==> src/rtl/lock_pkg.sv <==
// Shared state type and default timing for the combination-lock controller.
package lock_pkg;

  typedef enum logic [2:0] {
    ST_IDLE,
    ST_ENTRY,
    ST_CHECK,
    ST_UNLOCK,
    ST_FAIL,
    ST_LOCKOUT
  } lock_state_t;

  localparam int DEF_TIMEOUT_CYC = 1000;
  localparam int DEF_UNLOCK_CYC  = 2000;
  localparam int DEF_LOCKOUT_CYC = 5000;
  localparam int DEF_MAX_TRIES   = 3;

  // One counter serves all three timers, so it is sized for the longest one.
  function automatic int timer_width(input int a, input int b, input int c);
    int m;
    m = a;
    if (b > m) m = b;
    if (c > m) m = c;
    return (m < 2) ? 1 : $clog2(m);
  endfunction

endpackage

==> src/rtl/cycle_timer.sv <==
// Saturating down-counter shared by the entry timeout, unlock hold and lockout timers.
module cycle_timer #(
  parameter int W = 8
) (
  input  logic         clk,
  input  logic         reset,
  input  logic         load,
  input  logic [W-1:0] load_value,
  input  logic         count,
  output logic         done
);

  logic [W-1:0] value;

  always_ff @(posedge clk) begin
    if (reset) begin
      value <= '0;
    end else if (load) begin
      value <= load_value;
    end else if (count && (value != '0)) begin
      value <= value - W'(1);
    end
  end

  assign done = (value == '0);

endmodule

==> src/rtl/code_entry_lock.sv <==
// Combination-lock controller: buffers debounced key presses, checks them against the
// switch-programmed code on ENTER, and drives unlock, bad-code pulse and lockout alarm.
module code_entry_lock
  import lock_pkg::*;
#(
  parameter int NUM_KEYS    = 4,
  parameter int KEY_W       = 2,
  parameter int CODE_LEN    = 4,
  parameter int TIMEOUT_CYC = DEF_TIMEOUT_CYC,
  parameter int UNLOCK_CYC  = DEF_UNLOCK_CYC,
  parameter int MAX_TRIES   = DEF_MAX_TRIES,
  parameter int LOCKOUT_CYC = DEF_LOCKOUT_CYC
) (
  input  logic                            clk,
  input  logic                            reset,
  input  logic [NUM_KEYS-1:0]             key_pulse,
  input  logic                            enter_pulse,
  input  logic                            clear_pulse,
  input  logic [CODE_LEN*KEY_W-1:0]       code_in,
  output logic                            unlocked,
  output logic                            bad_code,
  output logic                            alarm,
  output logic [$clog2(CODE_LEN+1)-1:0]   digit_count,
  output logic [$clog2(MAX_TRIES+1)-1:0]  tries_left
);

  localparam int CNT_W = $clog2(CODE_LEN + 1);
  localparam int TRY_W = $clog2(MAX_TRIES + 1);
  localparam int TMR_W = timer_width(TIMEOUT_CYC, UNLOCK_CYC, LOCKOUT_CYC);
  localparam int BUF_W = CODE_LEN * KEY_W;

  localparam logic [CNT_W-1:0] FULL_CNT = CNT_W'(CODE_LEN);
  localparam logic [TRY_W-1:0] TRY_MAX  = TRY_W'(MAX_TRIES);
  localparam logic [TMR_W-1:0] TMO_LOAD = TMR_W'(TIMEOUT_CYC - 1);
  localparam logic [TMR_W-1:0] UNL_LOAD = TMR_W'(UNLOCK_CYC - 1);
  localparam logic [TMR_W-1:0] LCK_LOAD = TMR_W'(LOCKOUT_CYC - 1);

  function automatic logic key_is_single(input logic [NUM_KEYS-1:0] k);
    return (k != '0) && ((k & (k - NUM_KEYS'(1))) == '0);
  endfunction

  function automatic logic [KEY_W-1:0] key_digit(input logic [NUM_KEYS-1:0] k);
    logic [KEY_W-1:0] d;
    d = '0;
    for (int i = 0; i < NUM_KEYS; i++) begin
      if (k[i]) d = KEY_W'(i);
    end
    return d;
  endfunction

  lock_state_t      state, next_state;
  logic [BUF_W-1:0] code_buf;
  logic             overrun;
  logic             key_ev, is_match;
  logic             unlocked_d, bad_code_d, alarm_d;
  logic             timer_load, timer_count, timer_done;
  logic [TMR_W-1:0] timer_value;

  assign key_ev   = key_is_single(key_pulse);
  assign is_match = (digit_count == FULL_CNT) && !overrun && (code_buf == code_in);

  // State and registered outputs
  always_ff @(posedge clk) begin
    if (reset) begin
      state    <= ST_IDLE;
      unlocked <= 1'b0;
      bad_code <= 1'b0;
      alarm    <= 1'b0;
    end else begin
      state    <= next_state;
      unlocked <= unlocked_d;
      bad_code <= bad_code_d;
      alarm    <= alarm_d;
    end
  end

  // Enter beats clear beats key; a timeout only acts on a cycle with no event.
  always_comb begin
    next_state = state;
    unique case (state)
      ST_IDLE:    if (key_ev) next_state = ST_ENTRY;
      ST_ENTRY: begin
        if (enter_pulse)      next_state = ST_CHECK;
        else if (clear_pulse) next_state = ST_IDLE;
        else if (key_ev)      next_state = ST_ENTRY;
        else if (timer_done)  next_state = ST_IDLE;
      end
      ST_CHECK: begin
        if (is_match)                     next_state = ST_UNLOCK;
        else if (tries_left > TRY_W'(1))  next_state = ST_FAIL;
        else                              next_state = ST_LOCKOUT;
      end
      ST_FAIL:    next_state = ST_IDLE;
      ST_UNLOCK:  if (clear_pulse || timer_done) next_state = ST_IDLE;
      ST_LOCKOUT: if (timer_done) next_state = ST_IDLE;
      default:    next_state = ST_IDLE;
    endcase
  end

  always_comb begin
    unlocked_d = (next_state == ST_UNLOCK);
    bad_code_d = (next_state == ST_FAIL);
    alarm_d    = (next_state == ST_LOCKOUT);
  end

  // Timer loads are CYC-1 so that done marks the last cycle of the interval.
  always_comb begin
    timer_load  = 1'b0;
    timer_value = TMO_LOAD;
    if ((state == ST_CHECK) && (next_state == ST_UNLOCK)) begin
      timer_load  = 1'b1;
      timer_value = UNL_LOAD;
    end else if ((state == ST_CHECK) && (next_state == ST_LOCKOUT)) begin
      timer_load  = 1'b1;
      timer_value = LCK_LOAD;
    end else if ((next_state == ST_ENTRY) && ((state == ST_IDLE) || key_ev)) begin
      timer_load  = 1'b1;
    end
  end

  assign timer_count = (state == ST_ENTRY) || (state == ST_UNLOCK) || (state == ST_LOCKOUT);

  cycle_timer #(
    .W (TMR_W)
  ) u_timer (
    .clk        (clk),
    .reset      (reset),
    .load       (timer_load),
    .load_value (timer_value),
    .count      (timer_count),
    .done       (timer_done)
  );

  // Digit buffer, overrun flag and attempt counter
  always_ff @(posedge clk) begin
    if (reset) begin
      code_buf    <= '0;
      digit_count <= '0;
      overrun     <= 1'b0;
      tries_left  <= TRY_MAX;
    end else begin
      unique case (state)
        ST_IDLE: begin
          if (key_ev) begin
            code_buf[KEY_W-1:0] <= key_digit(key_pulse);
            digit_count         <= CNT_W'(1);
          end
        end
        ST_ENTRY: begin
          if (enter_pulse) begin
            code_buf <= code_buf;
          end else if (clear_pulse || (!key_ev && timer_done)) begin
            code_buf    <= '0;
            digit_count <= '0;
            overrun     <= 1'b0;
          end else if (key_ev) begin
            if (digit_count == FULL_CNT) begin
              overrun <= 1'b1;
            end else begin
              code_buf[int'(digit_count)*KEY_W +: KEY_W] <= key_digit(key_pulse);
              digit_count <= digit_count + CNT_W'(1);
            end
          end
        end
        ST_CHECK: begin
          code_buf    <= '0;
          digit_count <= '0;
          overrun     <= 1'b0;
          if (is_match)                    tries_left <= TRY_MAX;
          else if (tries_left > TRY_W'(1)) tries_left <= tries_left - TRY_W'(1);
          else                             tries_left <= '0;
        end
        ST_LOCKOUT: begin
          if (timer_done) tries_left <= TRY_MAX;
        end
        default: begin
          code_buf    <= '0;
          digit_count <= '0;
          overrun     <= 1'b0;
        end
      endcase
    end
  end

endmodule

==> config.mk <==
export PLATFORM = sky130hd
export DESIGN_NAME = code_entry_lock
export DESIGN_NICKNAME = d
export VERILOG_FILES = /design/src/rtl/lock_pkg.sv /design/src/rtl/cycle_timer.sv /design/src/rtl/code_entry_lock.sv
export SDC_FILE = /design/constraint.sdc
export NUM_CORES = 1
export LEC_CHECK = 0
export ABC_AREA = 1
export BUFFER_PORTS_ARGS = -buffer_cell sky130_fd_sc_hd__clkbuf_2
export CAP_MARGIN = 20
export CORE_MARGIN = 10
export CORE_UTILIZATION = 45
export CTS_CLUSTER_DIAMETER = 40
export CTS_CLUSTER_SIZE = 28
export DETAILED_ROUTE_END_ITERATION = 12
export SYNTH_ARGS = -nofsm -noshare
export SYNTH_HDL_FRONTEND = slang
export SYNTH_HIERARCHICAL = 1
export SYNTH_SLANG_ARGS = --single-unit
==> constraint.sdc <==
create_clock -name clk -period 2.6 [get_ports clk]
set_input_delay 0.26 -clock clk [delete_from_list [all_inputs] [get_ports clk]]
set_output_delay 0.26 -clock clk [all_outputs]
set_load 0.05 [all_outputs]
Yosys cells after proc, flatten, opt, wreduce, memory -nomap -nowiden
Cells that the tools add are included.
Word-level totals
  register bits: 33
  input bits: 16
  output and inout bits: 8
  logic and storage cells: 112
Cells by class
  add/subtract/negate cells: 5
  $lt $le $gt $ge: 1
  equal/unequal tests: 16
  shift operators: 2
  muxes and demuxes: 48
  bitwise logic cells: 3
  reductions and logical operators: 27
Operator list (count)
  $mux W13: 4
  $mux W3: 12
  $neg A4 Y33: 1
  $shift A2 B33 Y8 const A: 1
  $shiftx A2 B33 Y8: 1
  $mux W8: 4
  $mux W2: 12
  $pmux W3 S5: 1
  $logic_not A13 Y1: 1
  $reduce_bool A13 Y1: 1
  $sub A13 B1 Y13 const B: 1
  $eq A3 B3 Y1 const B: 4
  $pmux W6 S2: 1
  $eq A3 B2 Y1 const B: 3
  $mux W1: 9
  $pmux W3 S3: 1
  $bwmux W8: 1
  $eq A8 B8 Y1: 1
  $logic_and A1 B1 Y1: 8
  $reduce_and A4 Y1: 2
  $eq A3 B1 Y1 const B: 2
  $ne A2 B2 Y1 const B: 3
  $pmux W2 S3: 1
  $logic_or A1 B1 Y1: 5
  other kinds (19): 22

Depth between registers and ports, before layout
  depth after elaboration: 18
  gate-level depth with buffers: 18
  depth with buffers taken out: 17

Cells and area by module
The synthesis kept the hierarchy.
By module, submodules not included
  code_entry_lock: instances 1, cells each 251, area each 1508.9 µm², seq. area each 400.4 µm²
  cycle_timer: instances 1, cells each 156, area each 957.2 µm², seq. area each 260.2 µm²

Worst setup path after synthesis
OpenSTA, ideal clock, no wires.
  path type: reg2reg
  start: register digit_count[0]
  end: register u_timer.value[5]
  library setup time: 71 ps
  arrival: 2744 ps
  data required time: 2529 ps
  slack: -215 ps
  stages on the path, launching flop included: 18
  path buffers: 1
  clock period less this slack: 2815 ps
  cells stage by stage: dfxtp_1 > inv_1 > ha_1 > ha_1 > inv_1 > nor3_1 > nand3_1 > nor2_1 > o21bai_1 > nor2_1 > nand3_1 > nand2_1 > inv_1 > buf_2 > nand3_1 > nand2_1 > nand2_1 > a21oi_1
Between the ends
  longest elaborated chain between the ends: 11
  elaborated cells on any way between the ends: 18
  those cells by class: 4 x eq/ne; 8 x mux; 6 x reduce/logical
Ends and longest elaborated chain
  from (decl): RTL line code_entry_lock.sv:23  | output logic [$clog2(CODE_LEN+1)-1:0] digit_count,
  from (signal assigned): RTL line code_entry_lock.sv:161  | digit_count <= digit_count + CNT_W'(1);
  $eq A3 B3 Y1 (*): RTL line code_entry_lock.sv:60  | assign is_match = (digit_count == FULL_CNT) && !overrun && (code_buf == code_in);
  $logic_and A1 B1 Y1 (*) (2 in a row): RTL line code_entry_lock.sv:60
  $mux W3 (*): RTL line code_entry_lock.sv:89  | if (is_match) next_state = ST_UNLOCK;
  $pmux W3 S5 (*): RTL line code_entry_lock.sv:80  | unique case (state)
  $eq A3 B1 Y1: RTL line code_entry_lock.sv:116  | end else if ((next_state == ST_ENTRY) && ((state == ST_IDLE) || key_ev)) begin
  $logic_and A1 B1 Y1: RTL line code_entry_lock.sv:116
  $mux W1: RTL line code_entry_lock.sv:116
  $mux W1: RTL line code_entry_lock.sv:113  | end else if ((state == ST_CHECK) && (next_state == ST_LOCKOUT)) begin
  $mux W1 (*): RTL line code_entry_lock.sv:110  | if ((state == ST_CHECK) && (next_state == ST_UNLOCK)) begin
  named net timer_load: RTL line code_entry_lock.sv:56  | logic timer_load, timer_count, timer_done;
  $mux W13 / $reduce_bool A2 Y1 (equally long branches)
  to (signal assigned): RTL line cycle_timer.sv:19  | value <= load_value;
  to (signal assigned): RTL line cycle_timer.sv:21  | value <= value - W'(1);
  to (decl): RTL line cycle_timer.sv:13  | logic [W-1:0] value;
The timed path passes the listed nets; every way through them passes the cells marked *.
A chain may end at the register's enable or synchronous reset.

Worst setup path after layout
  start: register u_timer.value[8]
  end: register u_timer.value[5]
Between the ends
  longest elaborated chain between the ends: 12
  elaborated cells on any way between the ends: 23
  those cells by class: 3 x eq/ne; 12 x mux; 8 x reduce/logical
Ends and longest elaborated chain
  $logic_not A13 Y1 (*): RTL line cycle_timer.sv:25  | assign done = (value == '0);
  named net timer_done: RTL line code_entry_lock.sv:56
  $mux W3: RTL line code_entry_lock.sv:86, code_entry_lock.sv:95
  $mux W3: RTL line code_entry_lock.sv:85  | else if (key_ev) next_state = ST_ENTRY;
  $mux W3: RTL line code_entry_lock.sv:84  | else if (clear_pulse) next_state = ST_IDLE;
  $mux W3: RTL line code_entry_lock.sv:83  | if (enter_pulse) next_state = ST_CHECK;
  $pmux W3 S5 (*): RTL line code_entry_lock.sv:80
  $eq A3 B1 Y1: RTL line code_entry_lock.sv:116
  $logic_and A1 B1 Y1: RTL line code_entry_lock.sv:116
  $mux W1: RTL line code_entry_lock.sv:116
  $mux W1: RTL line code_entry_lock.sv:113
  $mux W1 (*): RTL line code_entry_lock.sv:110
  named net timer_load: RTL line code_entry_lock.sv:56
  $mux W13 / $reduce_bool A2 Y1 (equally long branches)
Marked as above.

==> metrics.txt <==
worst path buffer plus inverter count=3; area share of and/or/nand/nor cells after synthesis=0.4510; Overall Global Routing Usage=0.1516; compound-cell area share of the yosys netlist=0.1076; Synth Area per Inst=between 6 and 7 um2; main combinational cell family by area after synthesis=simple AND/OR/NAND/NOR gates; final-layout worst hold slack=0.4412 ns; VDD IR-drop max=368.5 uV; buffers from clock root to sink, at most=2; core area=roughly 5200 um2; number of warnings printed during yosys synthesis=6; top library cells by usage in the layout, fill and taps aside=91 x sky130_fd_sc_hd__nand2_1, 68 x sky130_fd_sc_hd__nor2_1, 48 x sky130_fd_sc_hd__inv_1; P_leak=~1.5 nW; P per Cell Area=about 740 nW/um2; final total power=approximately 2.3 mW; share of layout cells above drive strength 1=0.2229; starting density of the core=0.4738; number of clock sinks seen by CTS=33; class of the tightest hold or removal check=input port to register; number of instances in the synthesized netlist=407; Layout Area Growth over Synthesis=23.14%; cell taking the most area after synthesis=sky130_fd_sc_hd__dfxtp_1; number of max-cap violations=0; WS Path Type=register to register; Top delay family on crit path=simple AND/OR/NAND/NOR gates; Sum Neg Setup Slack=0 ns; Fmax=approximately 0.4 GHz; share of the synthesized netlist area taken by xor and xnor gates=0.02486; TritonCTS clock tree=yes; antenna violations before repair=0; via total after detailed routing=around 2,600; clk slew on worst S/H paths=roughly 0.08 ns; cell area after synthesis=about 2500 um2; clock period minus final worst setup slack=2.457 ns; layout net count=just under 500; number of design rule violations left after detail routing=0; pin count of the biggest net entering global routing=19; cell chosen for the clock root=sky130_fd_sc_hd__clkbuf_8; vertical extent of the die=about 94 um; insertion delay of the later-clocked pin in the worst-skew pair=~0.30 ns; data required time of the critical path=about 2.8 ns; number of optimization iterations in the first detailed-route pass=4; ANT nets after route=0; number of buffers inserted during clock tree synthesis=5; final hold violation count=0; Routed WL=between 6 and 7 mm; slowest stage delay, CP=0.35 ns; antenna diode instance count=0; worst-path cell chain=nor2_2 -> nand2_2 -> nor4b_4 -> inv_1 -> nand2_2 -> nor2_1 -> nor2_1 -> o21ai_0 -> a21oi_1 -> nand2_2 -> nand3_1 -> nand2_2 -> clkinvlp_4 -> buf_4 -> nand3_1 -> nand2_1 -> nand2_1 -> a21oi_1; H-tree depth=2; via count of the first global-routing pass=between 2,000 and 3,000; most common cell after layout, fill and taps aside=sky130_fd_sc_hd__nand2_1; count of different cell masters after synthesis=35; startpoint types=register; initial DRC count=a little under 100; portion of the clock cycle consumed by the worst path in the final layout=0.9448; wire length of the first global-routing pass=between 10 and 15 mm; most numerous cell on the critical path=sky130_fd_sc_hd__nand2_2; mean number of vias per cell=4.880; die boundary width=94.03 um; Max Slew Vio Count=0; Arrival @ worst endpoint=approximately 2.7 ns; Die ar.=8842 um2; placed wire-length estimate after detailed placement=4.960 mm; status=completed; top area cells in the synthesized netlist=sky130_fd_sc_hd__dfxtp_1 27%, sky130_fd_sc_hd__nand2_1 14%, sky130_fd_sc_hd__nor2_1 11%; number of placement rows=26; number of buffers added to fix hold violations after cts=0; Worst Clk Skew=between 0.006 and 0.007 ns; Crit. End Element=register; top-area cell type share of the netlist area=0.2679; average wire per standard cell=~12 um; Buffers on Ports=23; biggest fanout along the worst timing path=5; final count of negative-setup-slack endpoints=0; number of ports placed on the die boundary=24; Synth Area in Adders=0.04566; weighted congestion at the end of routability-driven global placement=roughly 0.85; total gr overflow=0; multiplexer fraction of the synthesized cell area=0; sequential cell area fraction in the yosys report=0.2679; FF+latch count, synth=33; Worst path slowest cell=sky130_fd_sc_hd__dfxtp_1
## metal layers
layer | vias to the layer above | wire [um] | track usage
li1 | 1384 | - | -
met3 | 13 | 201 | 0.03597
met1 | 1166 | 2861 | 0.1710
met4 | 0 | 114 | 0.05696
met5 | - | 0 | 0
met2 | 33 | 3245 | 0.2684
## per-stage QoR
stage | utilization | setup slack (ns) | instance area (um2) | instances
after floorplan | - | 0.04807 | 2491 | 413
after global placement | 0.5397 | -0.05492 | 2809 | 520
after global routing | 0.5834 | -0.02639 | 3037 | 532
final | 0.5834 | 0.1434 | 3037 | 532
after detailed placement | 0.5397 | -0.1402 | 2809 | 520
after CTS | 0.5639 | 0.02307 | 2935 | 528
## power by group
part / total, mW / switching, mW / internal, mW
clock network: 0.522 / 0.210 / 0.313
registers: 0.640 / 0.0633 / 0.577
logic: 1.10 / 0.665 / 0.435
## flip-flops by register name (all words and copies together) (netlist names)
name / cells
state: 3
digit_count: 3
overrun: 1
bad_code: 1
code_buf: 8
tries_left: 2
alarm: 1
unlocked: 1
u_timer/value: 13
## path summary, 6_finish.rpt
kind	from	end	slack (ns)	cells past startpoint
max	u_timer/value[8]	u_timer/value[5]	0.14	18
min	reset	code_buf[1]	0.44	2
max reg2reg	u_timer/value[8]	u_timer/value[5]	0.14	18
min reg2reg	u_timer/value[0]	u_timer/value[0]	0.48	2
## final cells by class
class / count / area, um2
Multi-Input combinational cell: 317 / 1654
Fill cell: 560 / 2168
Clock inverter: 1 / 30.03
Timing Repair inverter: 1 / 7.507
Inverter: 58 / 222.7
Timing Repair Buffer: 45 / 284.0
Clock buffer: 7 / 86.33
Sequential cell: 33 / 664.4
Tap cell: 70 / 87.58
## kinds of logic after synthesis
family | after synthesis
flops | 33
simple gates | 243
other cells | 2
xor+xnor | 7
compound gates | 50
fa+ha+maj | 9
buf+inv | 63
## synthesized netlist by cell type, drive strengths merged
| cell | instances |
|---|---|
| buf | 3 |
| and3 | 1 |
| ha | 9 |
| nor3 | 8 |
| or2 | 3 |
| nor2 | 79 |
| nand4 | 5 |
| xnor2 | 3 |
| nor4b | 1 |
| o21a | 1 |
| inv | 56 |
| dfxtp | 33 |
| nand2 | 104 |
| a21oi | 22 |
| nor4 | 2 |
| conb | 2 |
| xor2 | 4 |
| nand3 | 37 |
| nand3b | 3 |
| o21bai | 2 |
| clkinv | 2 |
| clkbuf | 2 |
| o21ai | 25 |
## what timing repair did
item                       CTS  global route
setup endpoints to repair   13            13
pin swaps                    0             5
setup buffers                0             3
gates resized for setup      2            18
hold endpoints to repair     0             0
gates cloned                 0             1
No activity file was read; power rests on OpenSTA's default activity.
